### src/rtl/riscv_pipe_pkg.sv
// -----------------------------------------------------------------------------
// riscv_pipe_pkg
// Shared definitions for the RISC-V pipeline stages:
//   - branch funct3 encodings (BR_*)
//   - ex_mem_t : EX/MEM pipeline register bundle
//   - EX_MEM_BUBBLE : all-zero bundle (also the reset value)
//   - make_bubble() : clears control bits of a bundle while keeping its data
// -----------------------------------------------------------------------------
package riscv_pipe_pkg;

    localparam int XLEN_C = 32;

    localparam logic [2:0] BR_BEQ  = 3'b000;
    localparam logic [2:0] BR_BNE  = 3'b001;
    localparam logic [2:0] BR_BLT  = 3'b100;
    localparam logic [2:0] BR_BGE  = 3'b101;
    localparam logic [2:0] BR_BLTU = 3'b110;
    localparam logic [2:0] BR_BGEU = 3'b111;

    typedef struct packed {
        logic              valid;
        logic [XLEN_C-1:0] pc;
        logic [XLEN_C-1:0] wb_data;
        logic [XLEN_C-1:0] store_data;
        logic              mem_rd;
        logic              mem_wr;
        logic [2:0]        mem_size;
        logic [4:0]        rd;
        logic              rd_wr;
    } ex_mem_t;

    localparam ex_mem_t EX_MEM_BUBBLE = '0;

    // A bubble only kills the control bits; data fields are left as they were
    // so that a squashed slot does not toggle the wide datapath registers.
    function automatic ex_mem_t make_bubble(input ex_mem_t prev);
        ex_mem_t b;
        b        = prev;
        b.valid  = EX_MEM_BUBBLE.valid;
        b.mem_rd = EX_MEM_BUBBLE.mem_rd;
        b.mem_wr = EX_MEM_BUBBLE.mem_wr;
        b.rd_wr  = EX_MEM_BUBBLE.rd_wr;
        return b;
    endfunction

endpackage

### src/rtl/branch_unit.sv
// -----------------------------------------------------------------------------
// branch_unit
// Combinational branch/jump resolution for the EX stage.
// Ports:
//   valid_ex_i              EX slot holds a real instruction
//   res_alu_i, z_alu_i, n_alu_i  ALU result and flags
//   br_en_i, br_type_i      conditional branch and its funct3
//   jal_i, jalr_i           unconditional jumps
//   br_target_i             precomputed PC+imm
//   taken_o                 control transfer is taken
//   target_o                resolved target address
//   misalign_o              taken and target not 4-byte aligned
// -----------------------------------------------------------------------------
module branch_unit
    import riscv_pipe_pkg::*;
#(
    parameter int XLEN = 32
) (
    input  logic            valid_ex_i,
    input  logic [XLEN-1:0] res_alu_i,
    input  logic            z_alu_i,
    input  logic            n_alu_i,
    input  logic            br_en_i,
    input  logic [2:0]      br_type_i,
    input  logic            jal_i,
    input  logic            jalr_i,
    input  logic [XLEN-1:0] br_target_i,
    output logic            taken_o,
    output logic [XLEN-1:0] target_o,
    output logic            misalign_o
);

    logic w_cond;
    logic w_lt_u;

    // For unsigned branches decode routes SLTU through the ALU, so bit 0 of
    // the result is the less-than answer.
    assign w_lt_u = res_alu_i[0];

    always_comb begin
        w_cond = 1'b0;
        case (br_type_i)
            BR_BEQ:  w_cond = z_alu_i;
            BR_BNE:  w_cond = ~z_alu_i;
            BR_BLT:  w_cond = n_alu_i;
            BR_BGE:  w_cond = ~n_alu_i;
            BR_BLTU: w_cond = w_lt_u;
            BR_BGEU: w_cond = ~w_lt_u;
            default: w_cond = 1'b0;  // 010/011 are not branches
        endcase
    end

    assign taken_o    = valid_ex_i & (jal_i | jalr_i | (br_en_i & w_cond));
    assign target_o   = jalr_i ? {res_alu_i[XLEN-1:1], 1'b0} : br_target_i;
    assign misalign_o = taken_o & (target_o[1:0] != 2'b00);

endmodule

### src/rtl/ex_mem_stage.sv
// -----------------------------------------------------------------------------
// ex_mem_stage
// EX->MEM pipeline register with branch resolution and front-end redirect.
// Ports:
//   clk, rst_n              clock, asynchronous active-low reset
//   *_ex_i / *_i            EX-stage instruction, ALU result/flags, control
//   stall_i, flush_i        hold / squash the EX/MEM register (flush wins)
//   *_mem_o                 registered EX/MEM fields for the memory stage
//   redirect_o/redirect_pc_o  one-cycle registered fetch redirect
//   misalign_exc_o          one-cycle registered misaligned-target exception
// -----------------------------------------------------------------------------
module ex_mem_stage
    import riscv_pipe_pkg::*;
#(
    parameter int XLEN = 32
) (
    input  logic            clk,
    input  logic            rst_n,
    input  logic            valid_ex_i,
    input  logic [XLEN-1:0] pc_ex_i,
    input  logic [XLEN-1:0] res_alu_i,
    input  logic            z_alu_i,
    input  logic            n_alu_i,
    input  logic            br_en_i,
    input  logic [2:0]      br_type_i,
    input  logic            jal_i,
    input  logic            jalr_i,
    input  logic [XLEN-1:0] br_target_i,
    input  logic [XLEN-1:0] store_data_i,
    input  logic            mem_rd_i,
    input  logic            mem_wr_i,
    input  logic [2:0]      mem_size_i,
    input  logic [4:0]      rd_i,
    input  logic            rd_wr_i,
    input  logic            stall_i,
    input  logic            flush_i,
    output logic            valid_mem_o,
    output logic [XLEN-1:0] pc_mem_o,
    output logic [XLEN-1:0] wb_data_mem_o,
    output logic [XLEN-1:0] store_data_mem_o,
    output logic            mem_rd_mem_o,
    output logic            mem_wr_mem_o,
    output logic [2:0]      mem_size_mem_o,
    output logic [4:0]      rd_mem_o,
    output logic            rd_wr_mem_o,
    output logic            redirect_o,
    output logic [XLEN-1:0] redirect_pc_o,
    output logic            misalign_exc_o
);

    logic            w_taken;
    logic            w_misalign;
    logic [XLEN-1:0] w_target;
    ex_mem_t         w_capture;

    ex_mem_t         r_stage;
    logic            r_redirect;
    logic [XLEN-1:0] r_redirect_pc;
    logic            r_misalign;

    branch_unit #(.XLEN(XLEN)) u_branch_unit (
        .valid_ex_i  (valid_ex_i),
        .res_alu_i   (res_alu_i),
        .z_alu_i     (z_alu_i),
        .n_alu_i     (n_alu_i),
        .br_en_i     (br_en_i),
        .br_type_i   (br_type_i),
        .jal_i       (jal_i),
        .jalr_i      (jalr_i),
        .br_target_i (br_target_i),
        .taken_o     (w_taken),
        .target_o    (w_target),
        .misalign_o  (w_misalign)
    );

    // Value the register would take on a normal (non-stall, non-flush) edge.
    always_comb begin
        w_capture = make_bubble(r_stage);
        if (valid_ex_i) begin
            w_capture.valid      = 1'b1;
            w_capture.pc         = pc_ex_i;
            // Link address wraps naturally in the 32-bit add.
            w_capture.wb_data    = (jal_i | jalr_i) ? (pc_ex_i + 32'd4) : res_alu_i;
            w_capture.store_data = store_data_i;
            // Load+store together is illegal; treat it as a store.
            w_capture.mem_rd     = mem_rd_i & ~mem_wr_i;
            w_capture.mem_wr     = mem_wr_i;
            w_capture.mem_size   = mem_size_i;
            w_capture.rd         = rd_i;
            w_capture.rd_wr      = rd_wr_i;
            // A faulting jump/branch must not leave architectural side effects.
            if (w_misalign) begin
                w_capture.mem_rd = 1'b0;
                w_capture.mem_wr = 1'b0;
                w_capture.rd_wr  = 1'b0;
            end
        end
    end

    always_ff @(posedge clk or negedge rst_n) begin
        if (!rst_n) begin
            r_stage       <= EX_MEM_BUBBLE;
            r_redirect    <= 1'b0;
            r_redirect_pc <= '0;
            r_misalign    <= 1'b0;
        end else if (flush_i) begin
            r_stage       <= make_bubble(r_stage);
            r_redirect    <= 1'b0;
            r_redirect_pc <= '0;
            r_misalign    <= 1'b0;
        end else if (stall_i) begin
            // Fields hold; pulses still drop so a redirect is never repeated.
            r_redirect    <= 1'b0;
            r_redirect_pc <= '0;
            r_misalign    <= 1'b0;
        end else begin
            r_stage       <= w_capture;
            r_redirect    <= w_taken & ~w_misalign;
            r_redirect_pc <= w_taken ? w_target : '0;
            r_misalign    <= w_misalign;
        end
    end

    assign valid_mem_o      = r_stage.valid;
    assign pc_mem_o         = r_stage.pc;
    assign wb_data_mem_o    = r_stage.wb_data;
    assign store_data_mem_o = r_stage.store_data;
    assign mem_rd_mem_o     = r_stage.mem_rd;
    assign mem_wr_mem_o     = r_stage.mem_wr;
    assign mem_size_mem_o   = r_stage.mem_size;
    assign rd_mem_o         = r_stage.rd;
    assign rd_wr_mem_o      = r_stage.rd_wr;
    assign redirect_o       = r_redirect;
    assign redirect_pc_o    = r_redirect_pc;
    assign misalign_exc_o   = r_misalign;

endmodule

### config.mk
export PLATFORM = sky130hd
export DESIGN_NAME = ex_mem_stage
export DESIGN_NICKNAME = d
export VERILOG_FILES = /design/src/rtl/riscv_pipe_pkg.sv /design/src/rtl/branch_unit.sv /design/src/rtl/ex_mem_stage.sv
export SDC_FILE = /design/constraint.sdc
export NUM_CORES = 1
export LEC_CHECK = 0
export ABC_AREA = 1
export BUFFER_PORTS_ARGS = -buffer_cell sky130_fd_sc_hd__buf_2
export CELL_PAD_IN_SITES_DETAIL_PLACEMENT = 1
export CELL_PAD_IN_SITES_GLOBAL_PLACEMENT = 2
export CORE_UTILIZATION = 23
export CTS_CLUSTER_SIZE = 30
export DETAILED_ROUTE_END_ITERATION = 6
export GPL_ROUTABILITY_DRIVEN = 0
export HOLD_SLACK_MARGIN = 0.05
export PLACE_DENSITY_LB_ADDON = 0.1
export SETUP_SLACK_MARGIN = 0.05
export SLEW_MARGIN = 20
export SYNTH_ARGS = -nofsm -noshare
export SYNTH_HDL_FRONTEND = slang
export SYNTH_HIERARCHICAL = 1
export SYNTH_SLANG_ARGS = --single-unit
### constraint.sdc
create_clock -name clk -period 0.8 [get_ports clk]
set_clock_uncertainty 0.1 [all_clocks]
set_input_delay 0 -clock clk [delete_from_list [all_inputs] [get_ports clk]]
set_output_delay 0 -clock clk [all_outputs]
set_load 0.05 [all_outputs]
-- Word level (Yosys, flattened, before mapping)
Cells that the tools add are included.
- add/subtract/negate cells: 1
- equal/unequal tests: 6
- muxes and demuxes: 15
- bitwise operators: 14
- reduce and logical (&&, ||, !) cells: 3
- operators by type and width (cell ; count):
    2-to-1 mux 108 bit ; 3
    2-to-1 mux 32 bit ; 5
    adder 32 x 3 -> 32 bit, second input constant ; 1
    == test 3 bit, second input constant ; 4
    NOT 1 bit ; 7
    case mux 1 bit (6 select lines) ; 1
    AND 1 bit ; 5
    2-to-1 mux 1 bit ; 5
    == test 3 x 1 -> 1 bit, second input constant ; 1
    zero test 3 bit ; 1
    AND reduction 3 bit ; 1
    2-to-1 mux 2 bit ; 1
    != test 2 x 1 -> 1 bit, second input constant ; 1
    OR 1 bit ; 2
    nonzero test 2 bit ; 1
- flip-flop bits (word level): 142
- bits of input ports: 152
- output and inout port bits: 142
- logic and storage cells: 51

-- Logic depth before layout (Yosys ltp)
Gate-level depths: netlist (run 1).
- depth after elaboration: 10
- gate-level depth with buffers: 12
- depth with buffers taken out: 12

-- Cells and area by module
Netlist (run 1), hierarchy kept.
- by module, submodules not included (module ; instances ; cells each ; area an instance (µm²) ; sequential area each (µm²)):
    ex_mem_stage ; 1 ; 785 ; 6292.3 ; 3553.4
    branch_unit ; 1 ; 126 ; 495.5 ; 0.0

-- Worst setup path before layout (run 1)
Ideal clock, no wire load.
- path type: input-to-reg
- start: input port br_type_i[0]
- end: register r_redirect_pc[10] (netlist: redirect_pc_o[10])
- setup time: 0.131 ns
- data arrival time: 0.966 ns
- required time: 0.569 ns
- setup slack: -0.397 ns
- stages on the path: 10
- buffers on the path: 1
- path through: or2_0 nand4_1 nand2_1 nand2_1 nand2_1 nand2_2 inv_1 nand2_1 clkbuf_1 nor2_1
- cells in the longest elaborated chain, start to end: 8
- elaborated cells on any way between the ends: 13
- classes of those cells: eq/ne: 5; mux: 4; bitwise: 3; reduce/logical: 1
- ends and longest elaborated chain (element ; line ; source):
    start: declaration ; ex_mem_stage.sv:25 ; input logic [2:0] br_type_i,
    == test 3 bit (tied with other cells) ; branch_unit.sv:42 ; case (br_type_i)
    case mux 1 bit (6 select lines) (*) ; branch_unit.sv:42 ;
    AND 1 bit (*) ; branch_unit.sv:53 ; assign taken_o = valid_ex_i & (jal_i | jalr_i | (br_en_i & w_cond));
    OR 1 bit (*) ; branch_unit.sv:53 ;
    AND 1 bit (*) ; branch_unit.sv:53 ;
    via w_taken ; ex_mem_stage.sv:51 ; logic w_taken;
    2-to-1 mux 32 bit (*) ; ex_mem_stage.sv:119 ; r_redirect_pc <= w_taken ? w_target : '0;
    2-to-1 mux 32 bit (*) ; ex_mem_stage.sv:111 ; end else if (stall_i) begin
    2-to-1 mux 32 bit (*) ; ex_mem_stage.sv:106 ; end else if (flush_i) begin
    end signal: assignment ; ex_mem_stage.sv:119 ;
    end: declaration ; ex_mem_stage.sv:58 ; logic [XLEN-1:0] r_redirect_pc;
The timed path passes the listed nets; every way through them passes the cells marked *.
A chain may end at the register's enable or synchronous reset.

-- Worst setup path in the final report (run 1)
- start: register r_stage, in the netlist wb_data_mem_o[30]
- end: output port wb_data_mem_o[30]
- RTL lines (element ; line ; source):
    start: declaration ; ex_mem_stage.sv:56 ; ex_mem_t r_stage;
    start signal: assignment ; ex_mem_stage.sv:107 ; r_stage <= make_bubble(r_stage);
    start signal: assignment ; ex_mem_stage.sv:117 ; r_stage <= w_capture;
    end: declaration ; ex_mem_stage.sv:39 ; output logic [XLEN-1:0] wb_data_mem_o,
No word-level cell between the ends.

==> results.md, run 1 <==
* Via count at 7670
* Crit end category: output pin
* RSZ-0062 raised after global routing: yes
* Net Count, Synth at 1064
* Final std cells w/o fill at 1827
* Met1 usage at 0.2750
* Cell chain of the critical path: buf_6
* CTS Root Buffer Type: clkbuf_16
* Total wire length at 31.04 mm
* Critical path required time at 700 ps
* Period Utilization, post-route at 1.419
* Area grow syn2layout at 98.40%
* # setup viols final at 190
* Critical Path Max Stage Delay at 430 ps
* Final core occ at 0.4667
* DRC Markers at 0
* Final total negative setup slack at -44320 ps
* First-pass GRT wire length at 47.55 mm
* Peak supply drop at 0.001100 V
* Clk_lat worst skew at 420 ps
* Vias in the first global route at 8248
* Grt met2 use at 0.3442
* Hold Slack at -690.6 ps
* Via density at 4.198
* Setup WS post-layout at -335.4 ps
* Slew @ Worst Pin at 374.0 ps
* Most frequent cells in the layout: nand2_1 (350), buf_6 (159), buf_2 (141)
* CP startpoint kind: flip-flop
* GR peak layer: met2
* Synthesized area per cell at 7.451 um^2
* GRT Residual Overflow at 0
* LEAKAGE at 6.760 nW
* Share of post-route cells with drive strength above 1 at 0.4917
* Crit Path Max Fanout at 2
* Most common library cell in the layout ignoring fill and taps: nand2_1
* Synth Instances at 911
* Input/output buffers at 293
* Post-synth top area share at 0.5235
* Top cells by area, synth: dfrtp_1 (52%), nand2_1 (22%), nor2_1 (6.1%)
* Critical path buffer and inverter count at 1
* Worst Hold Class: in2async
* H-tree depth at 4
* Pins Over Slew Limit at 0
* Total CTS buffers at 17
* Kind of critical path: reg2out
* Status: finished with violations
* Die Width at 173.8 um
* Total Routing Usage GR at 0.2065
* Starting DRT DRC Count at 292
* Register area share after synthesis at 0.5235
* First-pass DRT Iterations at 4
* #FFs+latches synth at 142
* Core Footprint at 28860 um^2
* Post-synth top area cell: dfrtp_1
* Clock buffer depth at 2
* Core Rows at 62
* Starting density of the core at 0.2352
* Tmin final at 1135 ps
* Critical path's top delay family: flip-flops
* CTS clk-pin slew, worst paths at 70 ps
* Final Hold Violating Endpoints at 182
* Number of distinct library cells after synthesis at 26
* Power per cell area at 2028 nW/um^2
* DPL Wire Length at 22.28 mm
* Total Power at 0.02731 W
* Total I/O pin count at 294
* Fmax at 880.8 MHz
* Cell Area, Synth at 6788 um^2
* Number of routed nets with antenna violations at 0
* Die height at 173.8 um
* TritonCTS Sinks at 142
* Met3 usage at 0.03268
* Critical Path AT at 1040 ps
* Placed insts at 1644
* CTS tree: yes
* Max_slew headroom at 0.7507
* Fin nets at 1582
* Slowest cell on crit path: dfrtp_1
* Max cap viols at 0
* Largest net degree at the start of global routing at 39
* Die area at 30200 um^2
* Initial antenna violation count at 1
* WL per Instance at 16.99 um
* YS warnings at 6
* Failing checks: negative hold slack, negative setup slack
==> repair_timing <==
action	4_1_cts	5_1_grt
endpoints found under the hold margin	284	198
setup buffers	16	9
endpoints found under the setup margin	206	270
hold buffers	128	5
resized for setup	358	131
pin swaps	45	52
gates cloned	3	2
==> registers in the layout, indices dropped and copies added, names as in the netlist <==
signal and count:
mem_rd_mem_o 1, mem_size_mem_o 3, mem_wr_mem_o 1, misalign_exc_o 1
pc_mem_o 32, rd_mem_o 5, rd_wr_mem_o 1, redirect_o 1
redirect_pc_o 32, store_data_mem_o 32, valid_mem_o 1, wb_data_mem_o 32
==> logic make-up after synthesis <==
logic type / Yosys count / synth area share
AO/OA/AOI/OAI: 78 / 0.05825
adder cells (fa/ha/maj): 1 / 0.001843
XOR/XNOR: 5 / 0.006453
AND/OR/NAND/NOR: 571 / 0.3395
buffers and inverters: 114 / 0.07041
flip-flops: 142 / 0.5235
==> cell type report <==
type	instances	area, um^2
Antenna cell	1	2.502
Clock buffer	22	474.2
Multi-Input combinational cell	655	3393
Inverter	75	286.5
Tap cell	384	480.5
Fill cell	3443	15390
Sequential cell	142	3681
Clock inverter	10	160.2
Timing Repair Buffer	538	4989
==> power by group <==
part	leakage [nW]	switching [W]	total, W	internal [W]
logic	4.78	0.00581	0.00953	0.00372
registers	1.68	0.000777	0.00904	0.00826
clock network	0.298	0.00329	0.00875	0.00546
==> synth_stat cells <==
library cell  number
or2_0              1
dfrtp_1          142
buf_2             25
a21oi_1           39
nand3b_1           1
nor2_1           111
nand2_2            5
nand4_1            1
xor2_1             3
inv_2              3
a32o_1             1
nand2_1          395
nand2_4            2
xnor2_1            2
nor2_2             5
nor2_8             1
buf_4              5
nand3_1           39
o21ai_0           33
inv_1             72
ha_1               1
nor3_1             2
and2_1             3
o21ai_1            5
clkbuf_1           9
nor2_4             5
==> metal layers <==
layer | share of wire | up-vias
li1 | - | 3816
met1 | 0.46 | 3632
met2 | 0.49 | 195
met3 | 0.034 | 27
met4 | 0.013 | 0
met5 | 0 | -
==> stage by stage <==
stage                     setup WS (ps)  area, um^2
final                            -335.4       13470
after global routing             -363.1       13470
after global placement           -558.5        9718
after detailed placement         -605.6        9718
after floorplan                  -227.1        7114
after CTS                        -355.7       13020
==> final timing paths <==
check | cells past startpoint | from | slack (ps) | end
min in group clk | 3 | pc_ex_i[3] | -300 | pc_mem_o[3]
max in group asynchronous | 2 | rst_n | 780 | mem_wr_mem_o
hold / removal | 1 | rst_n | -690 | store_data_mem_o[22]
hold reg to reg | 2 | rd_mem_o[2] | 390 | rd_mem_o[2]
setup reg to reg | 4 | wb_data_mem_o[13] | -160 | wb_data_mem_o[13]
setup / recovery | 1 | wb_data_mem_o[30] | -340 | wb_data_mem_o[30]
Note: power is estimated with default switching activity, not from simulation.
==> run 2: changes to the inputs <==
SYNTH_HIERARCHICAL = not set   (was 1)
==> results.md, run 2 <==
* First-pass GRT wire length at 45.95 mm
* Starting density of the core at 0.2363
* Largest net degree at the start of global routing at 62
* Clock power frac at 0.307
* Post-synth top area cell: dfrtp_1
* Core Rows at 61
* Number of distinct library cells after synthesis at 24
* Crit Path Max Fanout at 2
* LEAKAGE at 6.791 nW
* Share of post-route cells with drive strength above 1 at 0.5569
* Failing checks: negative hold slack, negative setup slack
* Net Count, Synth at 1022
* Total CTS buffers at 17
* #FFs+latches synth at 142
* Hold path depth at 3
* Worst Hold Class: in2reg
* First-pass DRT Iterations at 4
* Register area share after synthesis at 0.5354
* Max_slew headroom at 0.7200
* Slew @ Worst Pin at 419.9 ps
* Fmax at 884.8 MHz
* Peak supply drop at 0.001054 V
* Input/output buffers at 293
* Multi-input logic area at 3682 um^2
* Switch Pwr at 0.01028 W
* TritonCTS Sinks at 142
* Critical Path Max Stage Delay at 440 ps
* Die area at 29540 um^2
* Fin nets at 1546
* Area grow syn2layout at 107.6%
* Worst Setup SP: wb_data_mem_o[25]
* Combinational share of power at 0.358
* Internal at 0.01650 W
* Via density at 4.268
* Crit end category: output pin
* Most common library cell in the layout ignoring fill and taps: nand2_1
* Cell Area, Synth at 6636 um^2
* Critical Path AT at 1030 ps
* Hold Path End: pc_mem_o[3]
* Hold Slack at -295.8 ps
* Total wire length at 30.40 mm
* Status: finished with violations
* WL per Instance at 17.04 um
* Cell chain of the critical path: buf_6
* Max cap viols at 0
* Starting DRT DRC Count at 307
* Clock buffer depth at 2
* Final Hold Violating Endpoints at 67
* CTS clk-pin slew, worst paths at 70 ps
* Tmin final at 1130 ps
* CP startpoint kind: flip-flop
* Clk_lat worst skew at 430 ps
* Number of synthesized flops with an enable pin at 0
* Die Width at 171.9 um
* DRC Markers at 0
* Vias in the first global route at 8202
* Hold Crit Start: pc_ex_i[3]
* Synthesized area per cell at 7.637 um^2
* Setup WS post-layout at -330.2 ps
* Reg-to-reg endpoint: rd_wr_mem_o
* H-tree depth at 4
* # setup viols final at 157
* FF/Latch Area at 3682 um^2
* Critical path buffer and inverter count at 1
* Period Utilization, post-route at 1.413
* Final total negative setup slack at -41960 ps
* Total Routing Usage GR at 0.2066
* Total I/O pin count at 294
* Slowest cell on crit path: dfrtp_2
* Number of routed nets with antenna violations at 0
* CTS tree: yes
* Via count at 7615
* RR Startpoint: rd_wr_mem_o
* Most frequent cells in the layout: nand2_1 (288), buf_6 (166), buf_2 (125)
* DPL Wire Length at 21.87 mm
* Top cells by area, synth: dfrtp_1 (54%), nand2_1 (21%), nor2_1 (4.5%)
* Initial antenna violation count at 0
* Worst R2R Path Depth at 4
* Core Footprint at 28090 um^2
* Kind of critical path: reg2out
* Final core occ at 0.4905
* Async SR Flop Fraction at 1.000
* # diodes at 0
* Power per cell area at 1944 nW/um^2
* Post-synth top area share at 0.5354
* Commonest cells in the netlist: nand2_1 (366), dfrtp_1 (142), nor2_1 (79)
* Flop pwr share at 0.336
* Critical path required time at 700 ps
* YS warnings at 0
* Die height at 171.9 um
* Critical path's top delay family: flip-flops
* RSZ-0062 raised after global routing: yes
* Pins Over Slew Limit at 0
* Synth Instances at 869
* CTS Root Buffer Type: clkbuf_16
* GRT Residual Overflow at 0
* Sw Ratio at 0.3839
* Total Power at 0.02679 W
* Count leader, synth: nand2_1
* Reg2Reg Setup Slack at -150 ps
* Top FF cell, synth: dfrtp_1
* FILL cells at 3240
-- run 2: power groups by stage --
stage / Sequential [W] / Clock (W) / Combinational, W
after global routing: 0.00911 / 0.00878 / 0.0102
after CTS: 0.00896 / 0.00847 / 0.00914
final: 0.00899 / 0.00822 / 0.00958
after detailed placement: 0.00885 / 0 / 0.00732
after global placement: 0.00883 / 0 / 0.00727
after floorplan: 0.0122 / 0 / 0.00136
-- run 2: worst max path at each step --
| stage | endpoint | slack (ps) | cells after the start |
|---|---|---|---|
| after floorplan | wb_data_mem_o[15] | -180 | 7 |
| after global placement | wb_data_mem_o[20] | -620 | 10 |
| after detailed placement | wb_data_mem_o[20] | -640 | 10 |
| after CTS | wb_data_mem_o[25] | -360 | 1 |
| after global routing | wb_data_mem_o[25] | -370 | 1 |
| final | wb_data_mem_o[25] | -330 | 1 |
-- run 2: logic make-up after synthesis --
group,Yosys count,synth area share
AOI/OAI and AO/OA,112,0.08522
xor gates and xnor gates,2,0.002640
adders and majority gates,1,0.001885
buffers and inverters,101,0.06674
DFF,142,0.5354
muxes,1,0.001508
and+or+nand+nor,510,0.3066
-- run 2: layout make-up --
cell class                 instances  share of cell area
multi-input combinational        626              0.2673
timing repair buffer             543              0.3708
clock buffer                      18             0.03188
inverter                          63             0.01789
sequential                       142              0.2673
clock inverter                    14             0.01054
tap                              378             0.03433
-- run 2: metal layers --
layer | vias to the layer above | GRT usage | share of wire
met5 | - | 0 | 0
met4 | 0 | 0.04348 | 0.010
met3 | 18 | 0.05653 | 0.067
met2 | 206 | 0.3521 | 0.48
met1 | 3612 | 0.2600 | 0.44
li1 | 3779 | - | -
-- run 2: timing repair --
item / in CTS / in global routing
gates cloned: 2 / 2
hold buffers: 120 / 10
pin swaps: 38 / 81
resized for setup: 380 / 239
setup buffers: 13 / 12
setup endpoints to repair: 202 / 266
hold endpoints to repair: 283 / 88
-- run 2: metrics by stage --
step	cell area (um^2)	hold slack (ps)	cells	setup slack, ps
after floorplan	7067	-395.6	869	-178.4
after global placement	9727	-215.9	1608	-622.4
after detailed placement	9727	-210.1	1608	-637.5
after CTS	12890	-314.0	1775	-355.8
after global routing	13780	-275.0	1784	-367.5
final	13780	-295.8	1784	-330.2
